--- src/rtl/arith_pkg.sv ---
// Shared types for the iterative arithmetic unit.
// Used by the shift-add multiplier and the restoring divider.
package arith_pkg;

  typedef enum logic [1:0] {
    IDLE  = 2'b00,
    WORK  = 2'b01,
    FINAL = 2'b10
  } fsm_state_t;

  function automatic int cnt_width(input int len);
    return (len < 2) ? 1 : $clog2(len);
  endfunction

endpackage

--- src/rtl/div_step.sv ---
// One restoring trial subtract: shift in the next dividend bit,
// subtract the divisor when it fits, emit the quotient bit.
module div_step #(
  parameter int LEN = 32
) (
  input  logic [LEN-1:0] rem,
  input  logic           q_msb,
  input  logic [LEN-1:0] divisor,
  output logic [LEN-1:0] rem_next,
  output logic           q_bit
);

  logic [LEN:0]   t;
  logic [LEN-1:0] diff;

  // Trial subtract; the difference always fits LEN bits when it is taken.
  always_comb begin
    t        = {rem, q_msb};
    diff     = t[LEN-1:0] - divisor;
    q_bit    = (t >= {1'b0, divisor});
    rem_next = q_bit ? diff : t[LEN-1:0];
  end

endmodule

--- src/rtl/restoring_divider.sv ---
// Multi-cycle restoring divider, one quotient bit per clock.
// Define DIVIDER_SIGNED_EN for two's-complement operands.
module restoring_divider
  import arith_pkg::*;
#(
  parameter int LEN = 32
) (
  input  logic           clk,
  input  logic           rst,
  input  logic [LEN-1:0] dividend,
  input  logic [LEN-1:0] divisor,
  input  logic           start,
  output logic [LEN-1:0] quotient,
  output logic [LEN-1:0] remainder,
  output logic           div_zero,
  output logic           busy,
  output logic           finish
);

  localparam int CW = cnt_width(LEN);

  fsm_state_t     state_q, state_d;
  logic [CW-1:0]  cnt_q, cnt_d;
  logic [LEN-1:0] qacc_q, qacc_d;
  logic [LEN-1:0] racc_q, racc_d;
  logic [LEN-1:0] dvs_q, dvs_d;
  logic           zero_q, zero_d;
  logic [LEN-1:0] quo_q, quo_d;
  logic [LEN-1:0] rmd_q, rmd_d;
  logic           dz_q, dz_d;
  logic           fin_q, fin_d;
`ifdef DIVIDER_SIGNED_EN
  logic           qneg_q, qneg_d;
  logic           rneg_q, rneg_d;
  logic [LEN-1:0] orig_q, orig_d;
`endif

  logic [LEN-1:0] step_rem;
  logic           step_bit;

  div_step #(.LEN(LEN)) u_step (
    .rem      (racc_q),
    .q_msb    (qacc_q[LEN-1]),
    .divisor  (dvs_q),
    .rem_next (step_rem),
    .q_bit    (step_bit)
  );

  // Next-state, datapath and result logic.
  always_comb begin
    state_d = state_q;
    cnt_d   = cnt_q;
    qacc_d  = qacc_q;
    racc_d  = racc_q;
    dvs_d   = dvs_q;
    zero_d  = zero_q;
    quo_d   = quo_q;
    rmd_d   = rmd_q;
    dz_d    = dz_q;
    fin_d   = 1'b0;
`ifdef DIVIDER_SIGNED_EN
    qneg_d  = qneg_q;
    rneg_d  = rneg_q;
    orig_d  = orig_q;
`endif
    case (state_q)
      IDLE: begin
        if (start) begin
          state_d = WORK;
          cnt_d   = CW'(LEN-1);
          racc_d  = '0;
          zero_d  = (divisor == '0);
`ifdef DIVIDER_SIGNED_EN
          qacc_d  = dividend[LEN-1] ? -dividend : dividend;
          dvs_d   = divisor[LEN-1] ? -divisor : divisor;
          qneg_d  = dividend[LEN-1] ^ divisor[LEN-1];
          rneg_d  = dividend[LEN-1];
          orig_d  = dividend;
`else
          qacc_d  = dividend;
          dvs_d   = divisor;
`endif
        end
      end
      WORK: begin
        racc_d = step_rem;
        qacc_d = {qacc_q[LEN-2:0], step_bit};
        cnt_d  = cnt_q - CW'(1);
        if (cnt_q == '0) state_d = FINAL;
      end
      FINAL: begin
        state_d = IDLE;
        fin_d   = 1'b1;
        dz_d    = zero_q;
        if (zero_q) begin
          quo_d = '1;
`ifdef DIVIDER_SIGNED_EN
          rmd_d = orig_q;
`else
          rmd_d = racc_q;
`endif
        end else begin
`ifdef DIVIDER_SIGNED_EN
          quo_d = qneg_q ? -qacc_q : qacc_q;
          rmd_d = rneg_q ? -racc_q : racc_q;
`else
          quo_d = qacc_q;
          rmd_d = racc_q;
`endif
        end
      end
      default: state_d = IDLE;
    endcase
  end

  // State and datapath registers; reset aborts any op.
  always_ff @(posedge clk) begin
    if (rst) begin
      state_q <= IDLE;
      cnt_q   <= CW'(LEN-1);
      qacc_q  <= '0;
      racc_q  <= '0;
      dvs_q   <= '0;
      zero_q  <= 1'b0;
      quo_q   <= '0;
      rmd_q   <= '0;
      dz_q    <= 1'b0;
      fin_q   <= 1'b0;
`ifdef DIVIDER_SIGNED_EN
      qneg_q  <= 1'b0;
      rneg_q  <= 1'b0;
      orig_q  <= '0;
`endif
    end else begin
      state_q <= state_d;
      cnt_q   <= cnt_d;
      qacc_q  <= qacc_d;
      racc_q  <= racc_d;
      dvs_q   <= dvs_d;
      zero_q  <= zero_d;
      quo_q   <= quo_d;
      rmd_q   <= rmd_d;
      dz_q    <= dz_d;
      fin_q   <= fin_d;
`ifdef DIVIDER_SIGNED_EN
      qneg_q  <= qneg_d;
      rneg_q  <= rneg_d;
      orig_q  <= orig_d;
`endif
    end
  end

  assign quotient  = quo_q;
  assign remainder = rmd_q;
  assign div_zero  = dz_q;
  assign finish    = fin_q;
  assign busy      = (state_q == WORK) || (state_q == FINAL);

endmodule
--- config.mk ---
export PLATFORM = sky130hd
export DESIGN_NAME = restoring_divider
export DESIGN_NICKNAME = d
export VERILOG_FILES = /design/src/rtl/arith_pkg.sv /design/src/rtl/div_step.sv /design/src/rtl/restoring_divider.sv
export SDC_FILE = /design/constraint.sdc
export NUM_CORES = 1
export LEC_CHECK = 0
export ABC_AREA = 0
export CELL_PAD_IN_SITES_DETAIL_PLACEMENT = 0
export CELL_PAD_IN_SITES_GLOBAL_PLACEMENT = 2
export CORE_ASPECT_RATIO = 1.5
export CORE_MARGIN = 4
export CORE_UTILIZATION = 32
export DETAILED_ROUTE_END_ITERATION = 12
export PLACE_DENSITY = 0.85
export RECOVER_POWER = 25
export SLEW_MARGIN = 20
export SYNTH_ARGS = -nofsm -noshare
export SYNTH_HDL_FRONTEND = slang
export SYNTH_SLANG_ARGS = --single-unit
--- constraint.sdc ---
create_clock -name clk -period 3.2 [get_ports clk]
set_clock_uncertainty 0.05 [all_clocks]
set_input_delay 0.64 -clock clk [delete_from_list [all_inputs] [get_ports clk]]
set_output_delay 0.64 -clock clk [all_outputs]
set_load 0.01 [all_outputs]
---- Word-level counts from Yosys, hierarchy flattened ----
Index checks and enable logic that the tools add are counted.
word-level totals
  flip-flop bits (word level) ............. 170
  bits in latches ......................... 0
  bits in writable memories ............... 0
  memory bits (read-only) ................. 0
  output and inout bits ................... 67
  memories kept ........................... 0
cells by class
  add/subtract/negate cells ............... 2
  multipliers ............................. 0
  div/mod/pow operators ................... 0
  $lt $le $gt $ge ......................... 1
  equal/unequal tests ..................... 4
  shift operators ......................... 0
  mux-type cells .......................... 12
  bitwise logic cells ..................... 0
  reductions and logical operators ........ 8
operator list
  kind                   number
  $mux W32               4
  $pmux W32 S2           2
  $ge A33 B32 Y1         1
  $logic_not A32 Y1      1
  $sub A32 B32 Y32       1
  $pmux W5 S2            1
  $reduce_and A2 Y1      3
  $logic_not A5 Y1       1
  $mux W5                1
  $sub A5 B1 Y5 const B  1
  $mux W2                2
  $ne A2 B2 Y1 const B   2
  $pmux W2 S2            1
  $eq A2 B1 Y1 const B   1
  $eq A2 B2 Y1 const B   1
  $logic_not A2 Y1       1
  $reduce_bool A2 Y1     1
  $logic_or A1 B1 Y1     1
  $mux W1                1

---- Logic depth before layout (Yosys ltp) ----
Gate-level depths: netlist of run 1.
  depth after elaboration ................. 3
  gate-level depth with buffers ........... 14
  gate-level depth less buffers ........... 12

---- Cells and area by module ----
A second synthesis of run 1 with hierarchy kept.
unflattened totals
  cells, all modules ...................... 1014
  area, all modules ....................... 9081.2 sq um
modules (own cells, without submodules)
  module             times used  cells each  area each (sq um)
  restoring_divider  1           691         6750.2
  div_step           1           323         2331.0

---- Least setup slack after synthesis of run 1 ----
OpenSTA, ideal clock, no wires.
  path kind ............................... reg-to-reg
  start ................................... register qacc_q[31]
  end ..................................... register racc_q[24]
  setup time .............................. 0.060 ns
  data arrival time ....................... 2.363 ns
  path slack .............................. 0.728 ns
  stages on the path, launching flop included .. 13
  buffers on the path ..................... 0
  period minus slack after synthesis ...... 2.472 ns
  path through ............................ dfxtp_1 > inv_1 > ha_1 > fa_1 > nor2b_1 > nor2_1 > o211ai_1 > a21o_1 > a21bo_2 > nand3_1 > mux2i_1 > or3_1 > nand2_1
between the ends
  longest elaborated chain between the ends .. 3
RTL lines
  element                                             line                            RTL
  start: declaration                                  restoring_divider.sv:24         logic [LEN-1:0] qacc_q, qacc_d;
  start signal: assignment                            restoring_divider.sv:137        qacc_q <= qacc_d;
  $sub A32 B32 Y32 or $ge A33 B32 Y1 (tied branches)  div_step.sv:19, div_step.sv:20
  $mux W32 *                                          div_step.sv:21                  rem_next = q_bit ? diff : t[LEN-1:0];
  $pmux W32 S2 *                                      restoring_divider.sv:66         case (state_q)
  end signal: assignment                              restoring_divider.sv:138        racc_q <= racc_d;
  end: declaration                                    restoring_divider.sv:25         logic [LEN-1:0] racc_q, racc_d;
Mark *: on every way between the ends. The rest lies on a longest branch, timed or not.
A chain may end at the register's enable or synchronous reset.

---- Final worst setup path of run 1 ----
  start ................................... register dvs_q[1]
  end ..................................... register racc_q[22]
between the ends
  longest elaborated chain between the ends .. 3
RTL lines
  element                                             line                            RTL
  start: declaration                                  restoring_divider.sv:26         logic [LEN-1:0] dvs_q, dvs_d;
  start signal: assignment                            restoring_divider.sv:139        dvs_q <= dvs_d;
  $sub A32 B32 Y32 or $ge A33 B32 Y1 (tied branches)  div_step.sv:19, div_step.sv:20
  $mux W32 *                                          div_step.sv:21
  $pmux W32 S2 *                                      restoring_divider.sv:66
Marks and branches as above.

==> results of run 1 <==
## where the power goes
part / internal (mW) / switching, mW
clock network: 1.26 / 0.902
logic: 0.445 / 0.617
registers: 2.20 / 0.0650
## metrics by stage
stage	worst slack, ns	total power, mW	instances
3_3_place_gp	0.286	3.38	1416
6_report	0.294	5.49	1449
2_1_floorplan	0.728	3.06	991
3_5_place_dp	0.295	3.39	1416
5_1_grt	0.0485	5.80	1448
4_1_cts	0.278	5.58	1448
## worst register-to-register path: stages, from the launching register on
cell     delay, ns
dfxtp_1       0.37
inv_1         0.06
ha_1          0.29
nor2b_1       0.15
o31a_1        0.28
o31ai_2       0.38
nand2_2       0.16
a31oi_4       0.30
o21ai_1       0.20
nand2_1       0.17
buf_4         0.25
o21ai_0       0.12
## kinds of logic (layout without fill, tap and decap cells)
| group | count (synthesis) | count (layout) | share of synthesized area, % |
|---|---|---|---|
| AOI/OAI and AO/OA | 261 | 261 | 19.9 |
| xor gates and xnor gates | 30 | 30 | 3.16 |
| adders and majority gates | 38 | 38 | 5.81 |
| buffers and inverters | 109 | 233 | 5.32 |
| DFF | 170 | 170 | 41.0 |
| muxes | 69 | 69 | 8.31 |
| other | 0 | 1 | 0 |
| and+or+nand+nor | 314 | 314 | 16.5 |
## cell usage in the layout (no fill, tap or decap), types with 4 or more instances in the layout
cell type | Yosys | final
nand2_1 | 110 | 110
buf_4 | 3 | 20
nand2b_1 | 6 | 6
xor2_1 | 19 | 19
xnor2_1 | 11 | 11
dlygate4sd3_1 | 0 | 9
a22oi_1 | 4 | 4
o21ai_0 | 33 | 33
o22ai_1 | 33 | 33
nor3_1 | 13 | 13
ha_1 | 37 | 37
a211oi_1 | 35 | 35
o21a_1 | 7 | 7
inv_1 | 44 | 44
clkbuf_16 | 0 | 17
nor2_1 | 125 | 124
clkdlybuf4s50_1 | 0 | 123
o21ai_1 | 16 | 16
nand4_1 | 7 | 7
a21oi_1 | 81 | 81
a32oi_1 | 12 | 12
a21o_1 | 15 | 14
mux2i_1 | 69 | 69
nand3_1 | 16 | 16
nor4_1 | 11 | 11
nor2b_1 | 7 | 7
dfxtp_1 | 170 | 170
## area by class of cell
cell class                      count  area, um^2
Antenna cell                        1        2.50
Timing Repair Buffer              157        1500
Clock inverter                     13         166
Inverter                           44         165
Fill cell                        2655       15100
Tap cell                          333         417
Multi-Input combinational cell    712        4470
Sequential cell                   170        3400
Clock buffer                       19         443
## state kept, by name, summed over array words and instances (netlist names), 2 cells and up
register,count
dvs_q,32
qacc_q,32
quotient,32
racc_q,32
remainder,32
cnt_q,5
state_q,2
## worst paths after layout
path,startpoint,end,slack (ns)
worst min register to register,dvs_q[2],dvs_q[2],0.41
worst max register to register,dvs_q[1],racc_q[22],0.29
worst min-delay path,dvs_q[2],dvs_q[2],0.41
worst max-delay path,dvs_q[1],racc_q[22],0.29
## per-layer routing
metal	global-route usage [%]	share of wire (%)
met2	30.3	51
met4	5.30	1.7
met5	0	0.054
met3	5.12	5.8
met1	19.6	42
==> impl_metrics.py, run 1 <==
metrics = {
    "status": {
        "status": "complete, but fails checks",
        "violations": "max-capacitance violations, max-slew violations",
    },
    "clocking": {
        "cts_resized": 0,
        "cts_tree": "done",
        "clock-sinks": 170,
        "cts.clk_slew.worst_paths_ns": 0.06,
        "cts-hold-fix-buffers": 0,
        "cts_buffers": 17,
        "h-tree-depth": 4,
        "insertion_delay_ns": 0.44,
        "cts-root-buf": "clkbuf_16",
        "cts_setup_buffers": 0,
        "cts_buffer_depth": 2,
    },
    "route": {
        "first_pass_iters": 4,
        "vias": 7275,
        "wl_per_cell_um": 16.6,
        "totalWireLength_mm": 24.1,
        "drc": 0,
        "drt-vias-per-instance": 5.02,
        "drt_iter0_drc": 316,
        "antenna_left": 0,
    },
    "floorplan": {
        "start_util_pct": 32.4,
        "die_x_um": 140,
        "die-area_um2": 28700,
        "die_h_um": 205,
        "core.rowCount": 72,
        "core_area_um2": 25700,
        "pin_count": 134,
    },
    "sta": {
        "setup_viol": 0,
        "hold_viol_final": 0,
        "rsz0062_at_grt": "no",
        "worst_pin_slew_ns": 1.82,
        "holdWs_ns": 0.406,
        "period_minus_slack_ns": 2.91,
        "max_freq_mhz": 344,
        "fin_crit_sh_pct": 90.8,
        "setup_tns_ns": 0,
        "relSlewSlack_pct": -21.0,
        "slew_viol_final": 121,
    },
    "yosys": {
        "yosysWarnings": 0,
        "avgSynthCellArea_um2": 8.38,
        "synthTopCellsByArea": "dfxtp_1 41%, mux2i_1 8.3%, nor2_1 5.6%",
        "synth_seq_cells": 170,
        "synth_ff_type": "dfxtp_1",
        "yosys.area.top_type": "dfxtp_1",
        "synth_edf_count": 0,
        "yosys-top-cells-count": "170 x dfxtp_1, 125 x nor2_1, 110 x nand2_1",
        "yosysSeqAreaShare_pct": 41.0,
        "ys_types": 63,
        "syn-cell-area_um2": 8310,
        "netlist_instances": 991,
        "async_reset_ff_share_pct": 0,
        "yosys.cell_count.top_type": "dfxtp_1",
        "synth_fp_nets": 1096,
        "synth_top_area_share_pct": 41.0,
    },
    "cells_and_area": {
        "synthToLayoutAreaGrowth_pct": 27.1,
        "final_util_pct": 41.1,
        "design_area_um2": 10600,
        "drive_gt1_share_pct": 6.19,
        "nets": 1207,
    },
    "worst_setup_path": {
        "crit_path_start_kind": "flop",
        "crit_path_end_kind": "flop",
        "path_class": "reg -> reg",
        "cp_top_family": "compound AO/OA/AOI/OAI gates",
        "path_cells": "inv_1 > ha_1 > nor2b_1 > o31a_1 > o31ai_2 > nand2_2 > a31oi_4 > o21ai_1 > nand2_1 > buf_4 > o21ai_0",
        "cp_num_buf_inv": 2,
        "critical_path_depth": 11,
        "r2r_cells": 11,
        "worst-endpoint-required_ns": 3.46,
        "cp_max_fo": 14,
        "arrival_ns": 3.16,
        "slowest_stage": "o31ai_2",
        "cpPeakStageDelay_ns": 0.38,
    },
    "placement": {
        "place_hpwl_mm": 17.5,
        "gp_congestion": 0.844,
        "port-buffer-count": 133,
        "placed_cell_area_um2": 9980,
    },
    "power_and_ir_drop": {
        "power.density_nw_per_um2": 520,
        "leakage_nw": 4.07,
        "ir_worst_vdd_mv": 0.384,
    },
    "global_routing": {
        "antenna_found_initial": 1,
        "grt_usage_pct": 17.0,
        "grt_pass1_wl_mm": 39.4,
        "overflow": 0,
        "grt_max_degree": 83,
        "grt_pass1_vias": 7447,
    },
    "job": {
        "max_cap_viol_count": 2,
    },
    "min_path": {
        "hold_path_class": "reg -> reg",
        "hold_path_depth": 2,
    },
}
No activity file was read; power rests on OpenSTA's default activity.
==> run 2, diff against run 1 <==
- PLACE_DENSITY: 0.85 -> 0.86
==> impl_metrics.py, run 2 (synthesized netlist as in run 1, its figures left out) <==
metrics = {
    "cells_and_area": {
        "nets": 1206,
        "nFillCells": 2668,
        "fin_cells": 1446,
        "design_area_um2": 10500,
        "synthToLayoutAreaGrowth_pct": 26.8,
        "antenna_cells": 0,
        "drive_gt1_share_pct": 6.11,
        "final_util_pct": 41.0,
        "layout_commonest_cell": "dfxtp_1",
        "final_cell_mix": "170 x dfxtp_1, 124 x nor2_1, 120 x clkdlybuf4s50_1",
    },
    "route": {
        "first_pass_iters": 5,
        "drt_iter0_drc": 348,
        "antenna_left": 0,
        "drc": 0,
        "drt-vias-per-instance": 5.02,
        "wl_per_cell_um": 16.8,
        "totalWireLength_mm": 24.2,
        "vias": 7264,
    },
    "floorplan": {
        "start_util_pct": 32.4,
        "die-area_um2": 28700,
        "pin_count": 134,
        "core.rowCount": 72,
        "die_x_um": 140,
        "die_h_um": 205,
        "core_area_um2": 25700,
    },
    "clocking": {
        "cts-root-buf": "clkbuf_16",
        "cts_buffer_depth": 2,
        "cts_resized": 0,
        "cts-hold-fix-buffers": 0,
        "cts_tree": "done",
        "cts_setup_buffers": 0,
        "cts_buffers": 17,
        "h-tree-depth": 4,
        "insertion_delay_ns": 0.44,
        "cts.clk_slew.worst_paths_ns": 0.06,
        "clock-sinks": 170,
    },
    "placement": {
        "dp.cells": 1415,
        "place_hpwl_mm": 17.6,
        "gp_congestion": 0.842,
        "place_ws_ns": 0.342,
        "port-buffer-count": 133,
        "placed_cell_area_um2": 9980,
    },
    "sta": {
        "max_freq_mhz": 348,
        "hold_viol_final": 0,
        "fin_ws_ns": 0.324,
        "relSlewSlack_pct": 16.2,
        "fin_crit_sh_pct": 89.9,
        "slew_viol_final": 0,
        "rsz0062_at_grt": "no",
        "period_minus_slack_ns": 2.88,
        "setup_tns_ns": 0,
        "setup_viol": 0,
        "holdWs_ns": 0.404,
        "worst_pin_slew_ns": 1.26,
    },
    "status": {
        "status": "completed",
    },
    "global_routing": {
        "grt_pass1_vias": 7365,
        "grt_max_degree": 92,
        "antenna_found_initial": 0,
        "overflow": 0,
        "grt_pass1_wl_mm": 39.3,
        "grt_usage_pct": 17.0,
    },
    "power_and_ir_drop": {
        "ir_worst_vdd_mv": 0.421,
        "leakage_nw": 4.07,
        "p_total_mw": 5.40,
        "power.density_nw_per_um2": 512,
    },
    "worst_setup_path": {
        "crit_path_end_kind": "flop",
        "r2r-start": "dvs_q[1]",
        "worstSetupStartpoint": "dvs_q[1]",
        "worst-endpoint-required_ns": 3.46,
        "cp_max_fo": 14,
        "crit_path_start_kind": "flop",
        "arrival_ns": 3.13,
        "path_class": "reg -> reg",
    },
    "job": {
        "max_cap_viol_count": 0,
    },
    "min_path": {
        "hold_path_class": "reg -> reg",
        "hp-start": "dvs_q[25]",
    },
}
[run 2: power by group]
| part | internal, mW | total [mW] | switching (mW) |
|---|---|---|---|
| sequential | 2.20 | 2.27 | 0.0664 |
| clock | 1.19 | 2.06 | 0.877 |
| combinational | 0.452 | 1.07 | 0.615 |
[run 2: area by class of cell]
type	count	area, um^2	share of cell area, %
Clock buffer	20	457	4.33
Clock inverter	11	121	1.15
Inverter	44	165	1.57
Multi-Input combinational cell	712	4470	42.4
Sequential cell	170	3400	32.3
Tap cell	333	417	3.95
Timing Repair Buffer	156	1510	14.3
[run 2: worst max-delay path, stage by stage, from the launching register on]
cell     delay, ns
dfxtp_1       0.38
inv_1         0.06
ha_1          0.30
nor2b_1       0.15
o31a_1        0.28
o31ai_2       0.34
nand2_2       0.14
a31oi_4       0.29
o21a_1        0.24
buf_4         0.24
nor2_1        0.08
a21oi_1       0.13
o21ai_1       0.07
[run 2: path summary, 6_finish.rpt]
kind                 to  slack (ns)  depth (start not counted)
max          racc_q[19]        0.32                         12
max reg2reg  racc_q[19]        0.32                         12
min           dvs_q[25]        0.40                          2
min reg2reg   dvs_q[25]        0.40                          2
[run 2: per-layer routing]
layer	vias up	global-route usage (%)	routed length (um)
met5	-	0	0
met4	0	5.71	483
met3	34	4.81	1280
met2	136	31.1	12500
met1	3374	19.1	9990
li1	3720	-	-
